[config.mk]
export PLATFORM = sky130hd
export DESIGN_NAME = rr_arbiter_4_onehot_flat
export DESIGN_NICKNAME = d
export VERILOG_FILES = /design/src/rtl/rr_arbiter_4_onehot_pkg.sv /design/src/rtl/rr_arbiter_4_onehot_if.sv /design/src/rtl/rr_arbiter_4_onehot_pick.sv /design/src/rtl/rr_arbiter_4_onehot.sv /design/src/flat_wrapper.sv
export SDC_FILE = /design/constraint.sdc
export NUM_CORES = 1
export LEC_CHECK = 0
export CELL_PAD_IN_SITES_DETAIL_PLACEMENT = 1
export CELL_PAD_IN_SITES_GLOBAL_PLACEMENT = 1
export CORE_AREA = 2 2 45 47
export DETAILED_ROUTE_END_ITERATION = 8
export DIE_AREA = 0 0 47 49
export GPL_ROUTABILITY_DRIVEN = 0
export PLACE_DENSITY = 0.85
export SYNTH_ARGS = -nofsm -noshare
export SYNTH_HDL_FRONTEND = slang
export SYNTH_HIERARCHICAL = 1
export SYNTH_SLANG_ARGS = --single-unit
[constraint.sdc]
create_clock -name clk -period 6.2 [get_ports clk]
set_clock_uncertainty 0.1 [all_clocks]
set_input_delay 1.86 -clock clk [delete_from_list [all_inputs] [get_ports clk]]
set_output_delay 1.86 -clock clk [all_outputs]
set_load 0.02 [all_outputs]
[src/rtl/rr_arbiter_4_onehot_pkg.sv]
// Shared types and helpers for the four-line round-robin arbiter.
package rr_arbiter_4_onehot_pkg;

  localparam int N_LINES = 4;

  typedef enum logic {
    IDLE,
    GRANT
  } arb_state_t;

  function automatic logic [N_LINES-1:0] idx_to_onehot(input logic [1:0] idx);
    return 4'b0001 << idx;
  endfunction

endpackage

[src/rtl/rr_arbiter_4_onehot_if.sv]
// Request/grant bundle between requesters (master) and the arbiter (slave).
interface rr_arbiter_4_onehot_if;
  import rr_arbiter_4_onehot_pkg::*;

  logic [N_LINES-1:0] req_lines;
  logic [N_LINES-1:0] grant_lines;
  logic               grant_valid;

  modport master (
    output req_lines,
    input  grant_lines,
    input  grant_valid
  );

  modport slave (
    input  req_lines,
    output grant_lines,
    output grant_valid
  );

endinterface

[src/rtl/rr_arbiter_4_onehot_pick.sv]
// Combinational rotating-priority pick: first requester after last_idx wins.
module rr_pick_4
  import rr_arbiter_4_onehot_pkg::*;
(
  input  logic [N_LINES-1:0] req_lines,
  input  logic [1:0]         last_idx,
  output logic               any_req,
  output logic [1:0]         pick_idx
);

  logic [1:0] cand;

  // Scan farthest candidate first so the nearest requester overwrites it.
  always_comb begin
    any_req  = |req_lines;
    pick_idx = last_idx;
    cand     = last_idx;
    for (int k = N_LINES; k >= 1; k--) begin
      cand = last_idx + 2'(k);
      if (req_lines[cand]) begin
        pick_idx = cand;
      end
    end
  end

endmodule

[src/rtl/rr_arbiter_4_onehot.sv]
// Round-robin arbiter with bounded tenure; grant is registered, one-hot or zero.
module rr_arbiter_4_onehot
  import rr_arbiter_4_onehot_pkg::*;
#(
  parameter int MAX_HOLD = 8
) (
  input  logic                 clk,
  input  logic                 reset,
  rr_arbiter_4_onehot_if.slave bus
);

  localparam int HOLD_W = (MAX_HOLD > 1) ? $clog2(MAX_HOLD) : 1;
  localparam logic [HOLD_W-1:0] HOLD_LAST = HOLD_W'(MAX_HOLD - 1);

  arb_state_t       state;
  logic [1:0]       owner;
  logic [1:0]       last_idx;
  logic [HOLD_W-1:0] hold_cnt;

  logic       any_req;
  logic [1:0] pick_idx;
  logic       owner_req;
  logic       others_req;

  rr_pick_4 u_pick (
    .req_lines (bus.req_lines),
    .last_idx  (last_idx),
    .any_req   (any_req),
    .pick_idx  (pick_idx)
  );

  assign owner_req  = bus.req_lines[owner];
  assign others_req = |(bus.req_lines & ~idx_to_onehot(owner));

  // Every release or preemption drops to IDLE, forcing a zero-grant gap cycle.
  always_ff @(posedge clk) begin
    if (reset) begin
      state           <= IDLE;
      owner           <= 2'd0;
      last_idx        <= 2'd3;
      hold_cnt        <= '0;
      bus.grant_lines <= '0;
      bus.grant_valid <= 1'b0;
    end else begin
      case (state)
        IDLE: begin
          if (any_req) begin
            owner           <= pick_idx;
            hold_cnt        <= '0;
            bus.grant_lines <= idx_to_onehot(pick_idx);
            bus.grant_valid <= 1'b1;
            state           <= GRANT;
          end else begin
            bus.grant_lines <= '0;
            bus.grant_valid <= 1'b0;
          end
        end
        GRANT: begin
          if (!owner_req || ((hold_cnt == HOLD_LAST) && others_req)) begin
            bus.grant_lines <= '0;
            bus.grant_valid <= 1'b0;
            last_idx        <= owner;
            state           <= IDLE;
          end else if (hold_cnt != HOLD_LAST) begin
            hold_cnt <= hold_cnt + 1'b1;
          end
        end
        default: begin
          state           <= IDLE;
          bus.grant_lines <= '0;
          bus.grant_valid <= 1'b0;
        end
      endcase
    end
  end

endmodule

[src/flat_wrapper.sv]
// flat-port wrapper written by rule: the top's interface ports become plain ports
module rr_arbiter_4_onehot_flat import rr_arbiter_4_onehot_pkg::*;
#(
  parameter int MAX_HOLD = 8
)
  (clk, reset, bus_req_lines, bus_grant_lines, bus_grant_valid);
  rr_arbiter_4_onehot_if bus_i ();
  input  logic clk;
  input  logic reset;
  input wire logic [$bits(bus_i.req_lines)-1:0] bus_req_lines;
  output wire logic [$bits(bus_i.grant_lines)-1:0] bus_grant_lines;
  output wire logic [$bits(bus_i.grant_valid)-1:0] bus_grant_valid;
  assign bus_i.req_lines = bus_req_lines;
  assign bus_grant_lines = bus_i.grant_lines;
  assign bus_grant_valid = bus_i.grant_valid;
  rr_arbiter_4_onehot #(.MAX_HOLD(MAX_HOLD)) u_core (.clk(clk), .reset(reset), .bus(bus_i));
endmodule
* Word level (Yosys, flattened, before mapping)
Index checks and enable logic that the tools add are counted. W data, S select, Z words.
Word-level totals: register bits 13, output and inout bits 5, logic and storage cells 56, input port bits 6
Operators by class: reduce and logical (&&, ||, !) cells 8, muxes and demuxes 23, add/sub/neg operators 4, $lt $le $gt $ge 4, bitwise operators 3, shift-type cells 2, equality and inequality tests 6
Operators with widths (number):
- $lt A2 B3 Y1 const B | 4
- $mux W3 | 3
- $bmux W1 S2 | 4
- $mux W4 | 2
- $pmux W4 S2 | 1
- $reduce_or A4 Y1 | 2
- $shl A1 B2 Y4 const A | 2
- $mux W1 | 7
- $mux W2 | 3
- $ne A2 B2 Y1 const B | 3
- $pmux W3 S2 | 1
- $add A2 B2 Y2 const B | 2
- $and A4 B4 Y4 | 1
- $not A4 Y4 | 1
- $pmux W1 S2 | 2
- $reduce_and A2 Y1 | 2
- $add A3 B1 Y3 const B | 1
- $eq A3 B3 Y1 const B | 1
- $ne A3 B3 Y1 const B | 1
- $reduce_and A3 Y1 | 1
- $add A2 B1 Y2 const B | 1
- $ne A2 B1 Y1 const B | 1
- $logic_and A1 B1 Y1 | 1
- $logic_not A1 Y1 | 1
- other kinds (2) | 2

* Logic depth before layout (Yosys ltp)
Gate-level depths: netlist (run 1).
depth in word-level cells 9, mapped depth 6, depth with buffers taken out 5

* Hierarchy
Netlist (run 1), hierarchy kept.
Modules (own cells, without submodules):
- rr_arbiter_4_onehot | cells each 62, area each 645.6 um^2, instances 1, sequential area each 260.2 um^2
- rr_pick_4 | cells each 12, area each 86.3 um^2, instances 1, sequential area each 0.0 um^2

* Least setup slack after synthesis (run 1)
No wires, ideal clock.
path type input to register, start input port bus_req_lines[1], end register u_core.last_idx[0], data arrival time 3076 ps, data required time 5978 ps, path buffers 0, stages 4, setup slack 2902 ps, path through or3_1 -> or3_4 -> a31o_1 -> a221o_1
Between the ends: longest elaborated chain between the ends 5, elaborated cells on any way between the ends 8, classes of those cells mux (2); bitwise (1); reduce/logical (5)
RTL lines:
- start: declaration | line flat_wrapper.sv:10 | input wire logic [$bits(bus_i.req_lines)-1:0] bus_req_lines;
- $bmux W1 S2 / $and A4 B4 Y4 (equally long branches) | line rr_arbiter_4_onehot.sv:32, rr_arbiter_4_onehot.sv:33
- $mux W1 (implied by the code) / $reduce_or A4 Y1 (equally long branches) | line rr_arbiter_4_onehot.sv:32, rr_arbiter_4_onehot.sv:33
- $logic_not A1 Y1 / $logic_and A1 B1 Y1 (equally long branches) | line rr_arbiter_4_onehot.sv:59 | if (!owner_req || ((hold_cnt == HOLD_LAST) && others_req)) begin
- $logic_or A1 B1 Y1 (*) | line rr_arbiter_4_onehot.sv:59
- $reduce_and A2 Y1 (no source line) (*)
- end signal: assignment | line rr_arbiter_4_onehot.sv:62 | last_idx <= owner;
- end: declaration | line rr_arbiter_4_onehot.sv:17 | logic [1:0] last_idx;
Mark *: on every way between the ends. The rest lies on a longest branch, timed or not. The select of a mux whose other input is x is not followed. A chain may end at the register's enable or synchronous reset.

* Worst setup path in the final report (run 1)
start input port bus_req_lines[1], end register u_core.bus.grant_lines[3]
Between the ends: longest elaborated chain between the ends 8, elaborated cells on any way between the ends 21, classes of those cells eq/ne (1); shift (1); mux (13); bitwise (1); reduce/logical (5)
RTL lines:
- $bmux W1 S2 | line rr_arbiter_4_onehot_pick.sv:20 | if (req_lines[cand]) begin
- $mux W1 (implied by the code) | line rr_arbiter_4_onehot_pick.sv:20
- $mux W2 (3 in a row) | line rr_arbiter_4_onehot_pick.sv:20
- $shl A1 B2 Y4 | line rr_arbiter_4_onehot_pkg.sv:12 | return 4'b0001 << idx;
- $mux W4 | line rr_arbiter_4_onehot.sv:47 | if (any_req) begin
- $pmux W4 S2 | line rr_arbiter_4_onehot.sv:45 | case (state)
- end signal: assignment | line rr_arbiter_4_onehot.sv:50 | bus.grant_lines <= idx_to_onehot(pick_idx);
- end: declaration | line rr_arbiter_4_onehot_if.sv:17 | output grant_lines,
Several ways; a longest one is shown, not always the timed one. The select of a mux whose other input is x is not followed.

==> summary.txt, run 1 <==
Logic synthesis
  – Most common cell in the netlist: dfxtp_1
  – Ys Warns: 6
  – Post-Synth XOR/XNOR Area: 0%
  – Seq cells post-synth: 13
  – Ys async rst share: 0%
  – Post-synth cell types: 36
  – Synth Area in Compound Gates: 24.8%
  – List of most frequent post-synthesis cells: dfxtp_1, nor2_1, mux2i_1, nand2_1
  – Avg Cell Area, Syn: 9.89 sq um
  – Largest family of logic cells by synthesized area: compound AO/OA/AOI/OAI gates
  – Simple-gate portion of the synthesized area: 21.0%
  – Seq/Total Area, Yosys: 35.6%
  – Synth Area in Adders: 3.42%
  – Top cells by area, synth: dfxtp_1, mux2i_1, a311oi_4
  – Post-synth EDFFs: 0
  – Mapped Area: 732 sq um
  – Share of the synthesized area in the top cell type: 35.6%
  – Syn_nets: 82
  – Mux contribution to synthesized area: 12.5%
  – Mapped Cells: 74
  – Most used DFF post-synth: dfxtp_1
  – Area leader, netlist: dfxtp_1

Pwr
  – P_int: 140 uW
  – Lkg Pwr: 0.331 nW
  – Sw Pwr: 60.3 uW
  – Final Power: 200 uW
  – Combinational share of power: 25.4%
  – Power Dens Cells: 228 mW/mm^2
  – Largest vdd supply drop: 0.000130 V
  – Flop pwr share: 49.2%
  – Clk pwr share: 25.4%
  – Switch share: 30.1%

Worst setup path
  – Buf+Inv Stages, Crit Path: 1
  – Arr. time, crit path: 3750 ps
  – Largest fanout on the critical path: 8
  – Crit-path cells: clkdlybuf4s50_1 > or3_1 > or3_4 > a311oi_4 > a32o_1
  – Register-to-register setup slack: 4340 ps
  – Crit start category: input pin
  – Crit-path max cell delay: 530 ps
  – Crit-path leading delay family: simple AND/OR/NAND/NOR gates
  – Critical path class: input pin to flop
  – Reg-to-reg endpoint: u_core/bus.grant_lines[3]
  – Worst path required time: 6310 ps
  – Reg2reg path depth: 4
  – RR Startpoint: u_core/owner[0]
  – CP endpoint kind: flop
  – Slowest cell on crit path: clkdlybuf4s50_1

Routing
  – DRT Pass-1 Iters: 4
  – Post-DR vias/cell: 5.61
  – Final wirelength: 1.58 mm
  – Final ANT Viol Nets: 0
  – Routed len/inst: 14.1 um
  – Vias: 628
  – Remaining DRCs: 0
  – Detailed Route Iter0 Violations: 7

Placement
  – Cell Area, Placed: 853 sq um
  – Pre-CTS WS: 2270 ps
  – DP Wirelength: 1.23 mm
  – Placed cells: 108
  – IO buf count: 10

Clock network
  – CTS buffer count: 3
  – CTS resizes: 0
  – Clock Latency Late Sink: 270 ps
  – Setup Fix Bufs, Post-CTS: 0
  – Clock sinks: 13
  – Max H-tree Level: 1
  – Clock buffer depth: 2
  – CTS tree: built
  – Worst-path clk slew: 70 ps
  – Root buf cell: clkbuf_4
  – CTS hold repair buffers: 0

STA
  – Peak Freq: 275 MHz
  – Setup TNS: 0 ps
  – PnR worst setup slack: 2560 ps
  – Final min period: 3640 ps
  – Worst slew pin tran: 581 ps
  – Rel. slew slack: 61.2%
  – Pins Over Slew Limit: 0
  – RSZ-0062 raised after global routing: false
  – WHS: 355 ps
  – Fin. Hold Viols: 0
  – Final-report setup violation count: 0
  – Final period utilization: 58.6%

Hold path
  – Hold Path Stages: 1
  – Hold Crit Start: u_core/bus.grant_valid
  – HP Class: flop to flop
  – Worst hold endpoint: u_core/bus.grant_valid

Final layout
  – Fin util: 47.8%
  – Final nets: 94
  – Share of layout cells above drive strength 1: 10.6%
  – Antenna fix cells: 0
  – FILL cells: 217
  – Final Instance Count excl. Fillers: 112
  – Final instance area: 880 sq um
  – Layout area overhead: 20.2%

GRT
  – First-pass GRT wire length: 2.79 mm
  – Vias in the first global route: 640
  – Congestion Overflow GR: 0
  – GRT Resource Usage Total: 16.2%
  – Initial antenna violation count: 0
  – Largest net degree at the start of global routing: 16

Flow run
  – Max Cap Viol: 0

Floorplanning
  – Starting density of the core: 39.7%
  – Die width: 47 um
  – Core ar.: 0.00184 sq mm
  – Rows: 16
  – Die area: 0.00230 sq mm
  – Die height: 49 um
  – I/O pin count: 11

Outcome
  – Run status: finished clean
[worst reg2reg max path: cells and delay by family (launching register included)]
family	cells	cell delay, ps
AOI/OAI and AO/OA	2	570
DFF	1	360
and+or+nand+nor	2	770
[layer usage]
metal  vias to the layer above  track usage [%]  part of all wire (%)  wire length [um]
met4                         0             2.78                     0                 0
met3                         0             5.56                   2.7                43
li1                        313                -                     -                 -
met1                       311             19.3                    44               693
met5                         -                0                     0                 0
met2                         4             27.6                    53               838
[cells by family (layout without fill, tap and decap cells)]
| logic type | after synthesis | count (layout) |
|---|---|---|
| flops | 13 | 13 |
| buf+inv | 5 | 16 |
| compound gates | 21 | 21 |
| mux | 7 | 7 |
| fa+ha+maj | 2 | 2 |
| simple gates | 26 | 26 |
[final cells by class]
cell class | instances | area [sq um] | share of cell area [%]
multi-input combinational | 56 | 452 | 51.4
tap | 27 | 33.8 | 3.84
timing repair buffer | 10 | 100 | 11.4
inverter | 2 | 7.51 | 0.853
clock buffer | 4 | 26.3 | 2.99
sequential | 13 | 260 | 29.6
[sequential cells by signal (all words and copies together) (netlist names)]
| signal | count |
|---|---|
| u_core/hold_cnt | 3 |
| u_core/bus.grant_valid | 1 |
| u_core/owner | 2 |
| u_core/state | 1 |
| u_core/last_idx | 2 |
| u_core/bus.grant_lines | 4 |
[power by group through the flow]
stage	sequential [mW]	clock, mW	combinational (mW)
floorplan	0.101	0	0.0325
global placement	0.100	0	0.0495
detailed placement	0.101	0	0.0515
CTS	0.0988	0.0530	0.0515
global route	0.100	0.0581	0.0558
finish	0.0987	0.0508	0.0508
[layout by cell type, fill, tap and decap left out, types with 2 or more instances in the layout]
master           count
nand2_1              5
dfxtp_1             13
mux2i_1              5
o2bb2ai_1            2
inv_1                2
clkbuf_4             3
nand4b_1             3
nor3b_1              2
o31ai_1              2
nand2b_1             2
ha_1                 2
a21oi_1              3
a2bb2oi_1            2
a21o_1               2
clkdlybuf4s50_1     10
nor2_1               6
[how the worst max path moves through the flow]
stage | from | endpoint | slack [ps] | cells past startpoint
finish | bus_req_lines[1] | u_core/bus.grant_lines[3] | 2560 | 5
floorplan | bus_req_lines[1] | u_core/last_idx[0] | 2900 | 4
global placement | bus_req_lines[1] | u_core/last_idx[0] | 2330 | 5
global route | bus_req_lines[1] | u_core/bus.grant_lines[1] | 2460 | 5
detailed placement | bus_req_lines[1] | u_core/last_idx[0] | 2270 | 5
CTS | bus_req_lines[1] | u_core/bus.grant_lines[3] | 2560 | 5
No activity file was read; power rests on OpenSTA's default activity.
==> inputs of run 2 (changes only) <==
- CORE_AREA: 2 2 45 47 -> 2 2 49 51
- DIE_AREA: 0 0 47 49 -> 0 0 51 53
- PLACE_DENSITY: 0.85 -> 0.76
- clock period: 6.2 -> 3.25 ns (I/O delays scaled with it)
==> summary.txt, run 2 (synthesis results as in run 1) <==
Clock network
  – Root buf cell: clkbuf_4
  – CTS hold repair buffers: 0
  – Clock sinks: 13
  – Clock Latency Late Sink: 280 ps
  – Max H-tree Level: 1
  – CTS tree: built
  – Worst-path clk slew: 90 ps
  – Setup Fix Bufs, Post-CTS: 0
  – CTS buffer count: 3
  – Clock buffer depth: 2
  – CTS resizes: 0

Final layout
  – Layout area overhead: 21.5%
  – Largest register FFs: 4
  – Fin util: 41.4%
  – Share of layout cells above drive strength 1: 12.8%
  – Final Instance Count excl. Fillers: 114
  – Largest Register: u_core/bus.grant_lines
  – Biggest regs: u_core/bus.grant_lines (4), u_core/hold_cnt (3)
  – Commonest non-fill, non-tap cell in the layout: dfxtp_1
  – Antenna fix cells: 0
  – Final instance area: 890 sq um
  – Final nets: 95
  – Commonest non-fill, non-tap cells in the layout: dfxtp_1, clkdlybuf4s50_1, nor2_1

GRT
  – First-pass GRT wire length: 2.76 mm
  – Initial antenna violation count: 0
  – GRT Resource Usage Total: 13.8%
  – GRT Max-Usage Layer: met2
  – Congestion Overflow GR: 0
  – GR Util met3: 4.24%
  – Routing usage on met1: 16.2%
  – Largest net degree at the start of global routing: 16
  – Vias in the first global route: 627
  – Met2 usage: 24.0%

Routing
  – Final wirelength: 1.67 mm
  – Detailed Route Iter0 Violations: 7
  – Remaining DRCs: 0
  – Post-DR vias/cell: 5.62
  – Routed len/inst: 14.7 um
  – DRT Pass-1 Iters: 4
  – Vias: 641
  – Final ANT Viol Nets: 0

Worst setup path
  – Crit-path cells: clkdlybuf4s50_1 > or3_1 > a2bb2oi_1 > a41oi_1 > a221o_1
  – Worst path required time: 3310 ps
  – Buf+Inv Stages, Crit Path: 1
  – Crit start category: input pin
  – CP endpoint kind: flop
  – Largest fanout on the critical path: 9
  – Arr. time, crit path: 2810 ps
  – Crit-path max cell delay: 630 ps
  – Slowest cell on crit path: clkdlybuf4s50_1
  – Critical path class: input pin to flop
  – Crit-path leading delay family: compound AO/OA/AOI/OAI gates

Floorplanning
  – Die height: 53 um
  – Rows: 17
  – Core ar.: 0.00215 sq mm
  – Die width: 51 um
  – Starting density of the core: 34.1%
  – Die area: 0.00270 sq mm
  – I/O pin count: 11

STA
  – RSZ-0062 raised after global routing: false
  – Final min period: 2750 ps
  – WHS: 364 ps
  – Setup TNS: 0 ps
  – PnR worst setup slack: 499 ps
  – Final period utilization: 84.6%
  – Worst slew pin tran: 542 ps
  – Pins Over Slew Limit: 0
  – Final-report setup violation count: 0
  – Rel. slew slack: 63.7%
  – Peak Freq: 364 MHz
  – Fin. Hold Viols: 0

Placement
  – DP Wirelength: 1.25 mm
  – Pre-CTS WS: 191 ps
  – Cell Area, Placed: 862 sq um
  – Placed cells: 110
  – IO buf count: 10

Outcome
  – Run status: finished clean

Hold path
  – HP Class: flop to flop

Pwr
  – Power Dens Cells: 437 mW/mm^2
  – Lkg Pwr: 0.338 nW
  – Largest vdd supply drop: 0.000237 V
  – Final Power: 389 uW

Flow run
  – Max Cap Viol: 0
[run 2: final cells by class]
class	count	area, sq um
inverters	2	7.51
flip-flops and latches	13	260
multi-input cells	56	452
well taps	28	35.0
clock inverters	1	5.00
repair buffers	11	108
fillers	245	1260
clock buffers	3	22.5
[run 2: worst paths after layout]
check / startpoint / depth (start not counted) / slack, ps / end
setup / recovery: bus_req_lines[3] / 5 / 500 / u_core/last_idx[0]
hold / removal: u_core/bus.grant_lines[0] / 1 / 360 / u_core/bus.grant_lines[0]
hold reg to reg: u_core/bus.grant_lines[0] / 1 / 360 / u_core/bus.grant_lines[0]
setup reg to reg: u_core/owner[0] / 4 / 1380 / u_core/last_idx[0]
[run 2: per-layer routing]
| layer | part of all wire, % | up-vias |
|---|---|---|
| met4 | 1.0 | 0 |
| met2 | 51 | 9 |
| met5 | 0 | - |
| li1 | - | 314 |
| met1 | 45 | 316 |
| met3 | 2.9 | 2 |
[run 2: power breakdown]
group	internal [mW]	switching (mW)
logic	0.0488	0.0507
registers	0.173	0.0159
clock network	0.0456	0.0550
==> inputs of run 3 (changes only) <==
- clock period: 3.25 -> 2.3 ns (I/O delays scaled with it)
==> summary.txt, run 3 (synthesis results as in run 1) <==
Outcome
  – Run status: finished clean

Routing
  – Final ANT Viol Nets: 0
  – Routed len/inst: 14.5 um
  – Final wirelength: 1.81 mm
  – Vias: 666
  – Post-DR vias/cell: 5.33
  – Detailed Route Iter0 Violations: 12
  – DRT Pass-1 Iters: 2
  – Remaining DRCs: 0

Floorplanning
  – Starting density of the core: 34.1%
  – Die height: 53 um
  – Core ar.: 0.00215 sq mm
  – Die area: 0.00270 sq mm
  – Rows: 17
  – Die width: 51 um
  – I/O pin count: 11

STA
  – Worst slew pin tran: 376 ps
  – Setup TNS: 0 ps
  – Fin. Hold Viols: 0
  – RSZ-0062 raised after global routing: false
  – Pins Over Slew Limit: 0
  – Final min period: 2220 ps
  – Final-report setup violation count: 0
  – Rel. slew slack: 75.0%
  – Final period utilization: 96.6%
  – Peak Freq: 450 MHz

Pwr
  – Sw Pwr: 172 uW
  – P_int: 400 uW
  – Flop pwr share: 46.5%
  – Clk pwr share: 24.3%
  – Power Dens Cells: 587 mW/mm^2
  – Lkg Pwr: 0.389 nW
  – Combinational share of power: 29.2%
  – Final Power: 572 uW
  – Switch share: 30.1%
  – Largest vdd supply drop: 0.000439 V

Final layout
  – Commonest non-fill, non-tap cells in the layout: dfxtp_1, buf_4, clkdlybuf4s50_1
  – Layout area overhead: 33.3%
  – Fin util: 45.4%
  – FILL cells: 260
  – Share of layout cells above drive strength 1: 24.7%
  – Biggest regs: u_core/bus.grant_lines (4), u_core/hold_cnt (3)
  – Commonest non-fill, non-tap cell in the layout: dfxtp_1
  – Largest register FFs: 4
  – Largest Register: u_core/bus.grant_lines
  – Final nets: 106
  – Antenna fix cells: 0

Worst setup path
  – Crit start category: input pin
  – Crit-path cells: dlygate4sd2_1 > or3_4 > or3_4 > a311oi_4 > o2bb2ai_1
  – Critical path's most frequent cell: or3_4
  – Worst path required time: 2400 ps
  – CP endpoint kind: flop
  – Critical path class: input pin to flop
  – Crit-path max cell delay: 430 ps
  – Arr. time, crit path: 2330 ps
  – Slowest cell on crit path: a311oi_4
  – Largest fanout on the critical path: 5

Clock network
  – Max H-tree Level: 1
  – Clock sinks: 13
  – Worst-path clk slew: 70 ps
  – CTS buffer count: 3
  – CTS hold repair buffers: 0
  – CTS tree: built
  – Clock Latency Late Sink: 270 ps
  – Root buf cell: clkbuf_4
  – Clock buffer depth: 2
  – Setup Fix Bufs, Post-CTS: 0

GRT
  – Congestion Overflow GR: 0
  – Vias in the first global route: 690
  – GRT Resource Usage Total: 15.6%
  – Largest net degree at the start of global routing: 9
  – Initial antenna violation count: 0
  – First-pass GRT wire length: 3.06 mm

Flow run
  – Max Cap Viol: 0

Placement
  – IO buf count: 10
  – DP Wirelength: 1.46 mm

Hold path
  – HP Class: flop to flop
[run 3: per-layer routing]
layer / vias to the layer above / track usage (%) / share of wire, %
met4: 0 / 5.41 / 1.4
met5: - / 0 / 0
met1: 322 / 17.8 / 44
met3: 4 / 4.24 / 2.2
li1: 334 / - / -
met2: 6 / 27.9 / 52
[run 3: metrics by stage]
| step | cells | hold WS (ps) | setup slack [ps] | cell area [sq um] |
|---|---|---|---|---|
| 3_3_place_gp | 121 | 336 | -292 | 945 |
| 5_1_grt | 125 | 388 | 40.0 | 976 |
| 3_5_place_dp | 121 | 346 | -336 | 945 |
| 2_1_floorplan | 74 | 352 | 172 | 732 |
| 4_1_cts | 125 | 366 | 56.5 | 980 |
| 6_report | 125 | 361 | 78.4 | 976 |
[run 3: worst max-delay path, delay by kind of cell]
kind / cells / cell delay (ps)
AOI/OAI and AO/OA: 2 / 590
and+or+nand+nor: 2 / 790
buffers and inverters: 1 / 260
[run 3: final timing paths]
check / end / cells past startpoint / slack, ps / from
hold / removal: u_core/bus.grant_lines[0] / 1 / 360 / u_core/bus.grant_lines[0]
setup reg to reg: u_core/bus.grant_lines[2] / 4 / 370 / u_core/owner[0]
hold reg to reg: u_core/bus.grant_lines[0] / 1 / 360 / u_core/bus.grant_lines[0]
setup / recovery: u_core/bus.grant_lines[2] / 5 / 80 / bus_req_lines[3]
[run 3: what timing repair did]
item	CTS	global route
endpoints found under the setup margin	3	1
resized for setup	4	1
pin swaps	4	0
[run 3: area by class of cell]
| type | count | area, sq um | area share (%) |
|---|---|---|---|
| multi-input cells | 56 | 459 | 47.1 |
| flip-flops and latches | 13 | 260 | 26.7 |
| repair buffers | 22 | 188 | 19.2 |
| well taps | 28 | 35.0 | 3.59 |
| clock buffers | 4 | 26.3 | 2.69 |
| inverters | 2 | 7.51 | 0.769 |
[run 3: power groups by stage]
stage               combinational, mW  clock [mW]  sequential (mW)
detailed placement              0.166           0            0.271
global route                    0.183       0.163            0.270
floorplan                      0.0877           0            0.272
finish                          0.167       0.139            0.266
CTS                             0.168       0.144            0.266
global placement                0.159           0            0.270
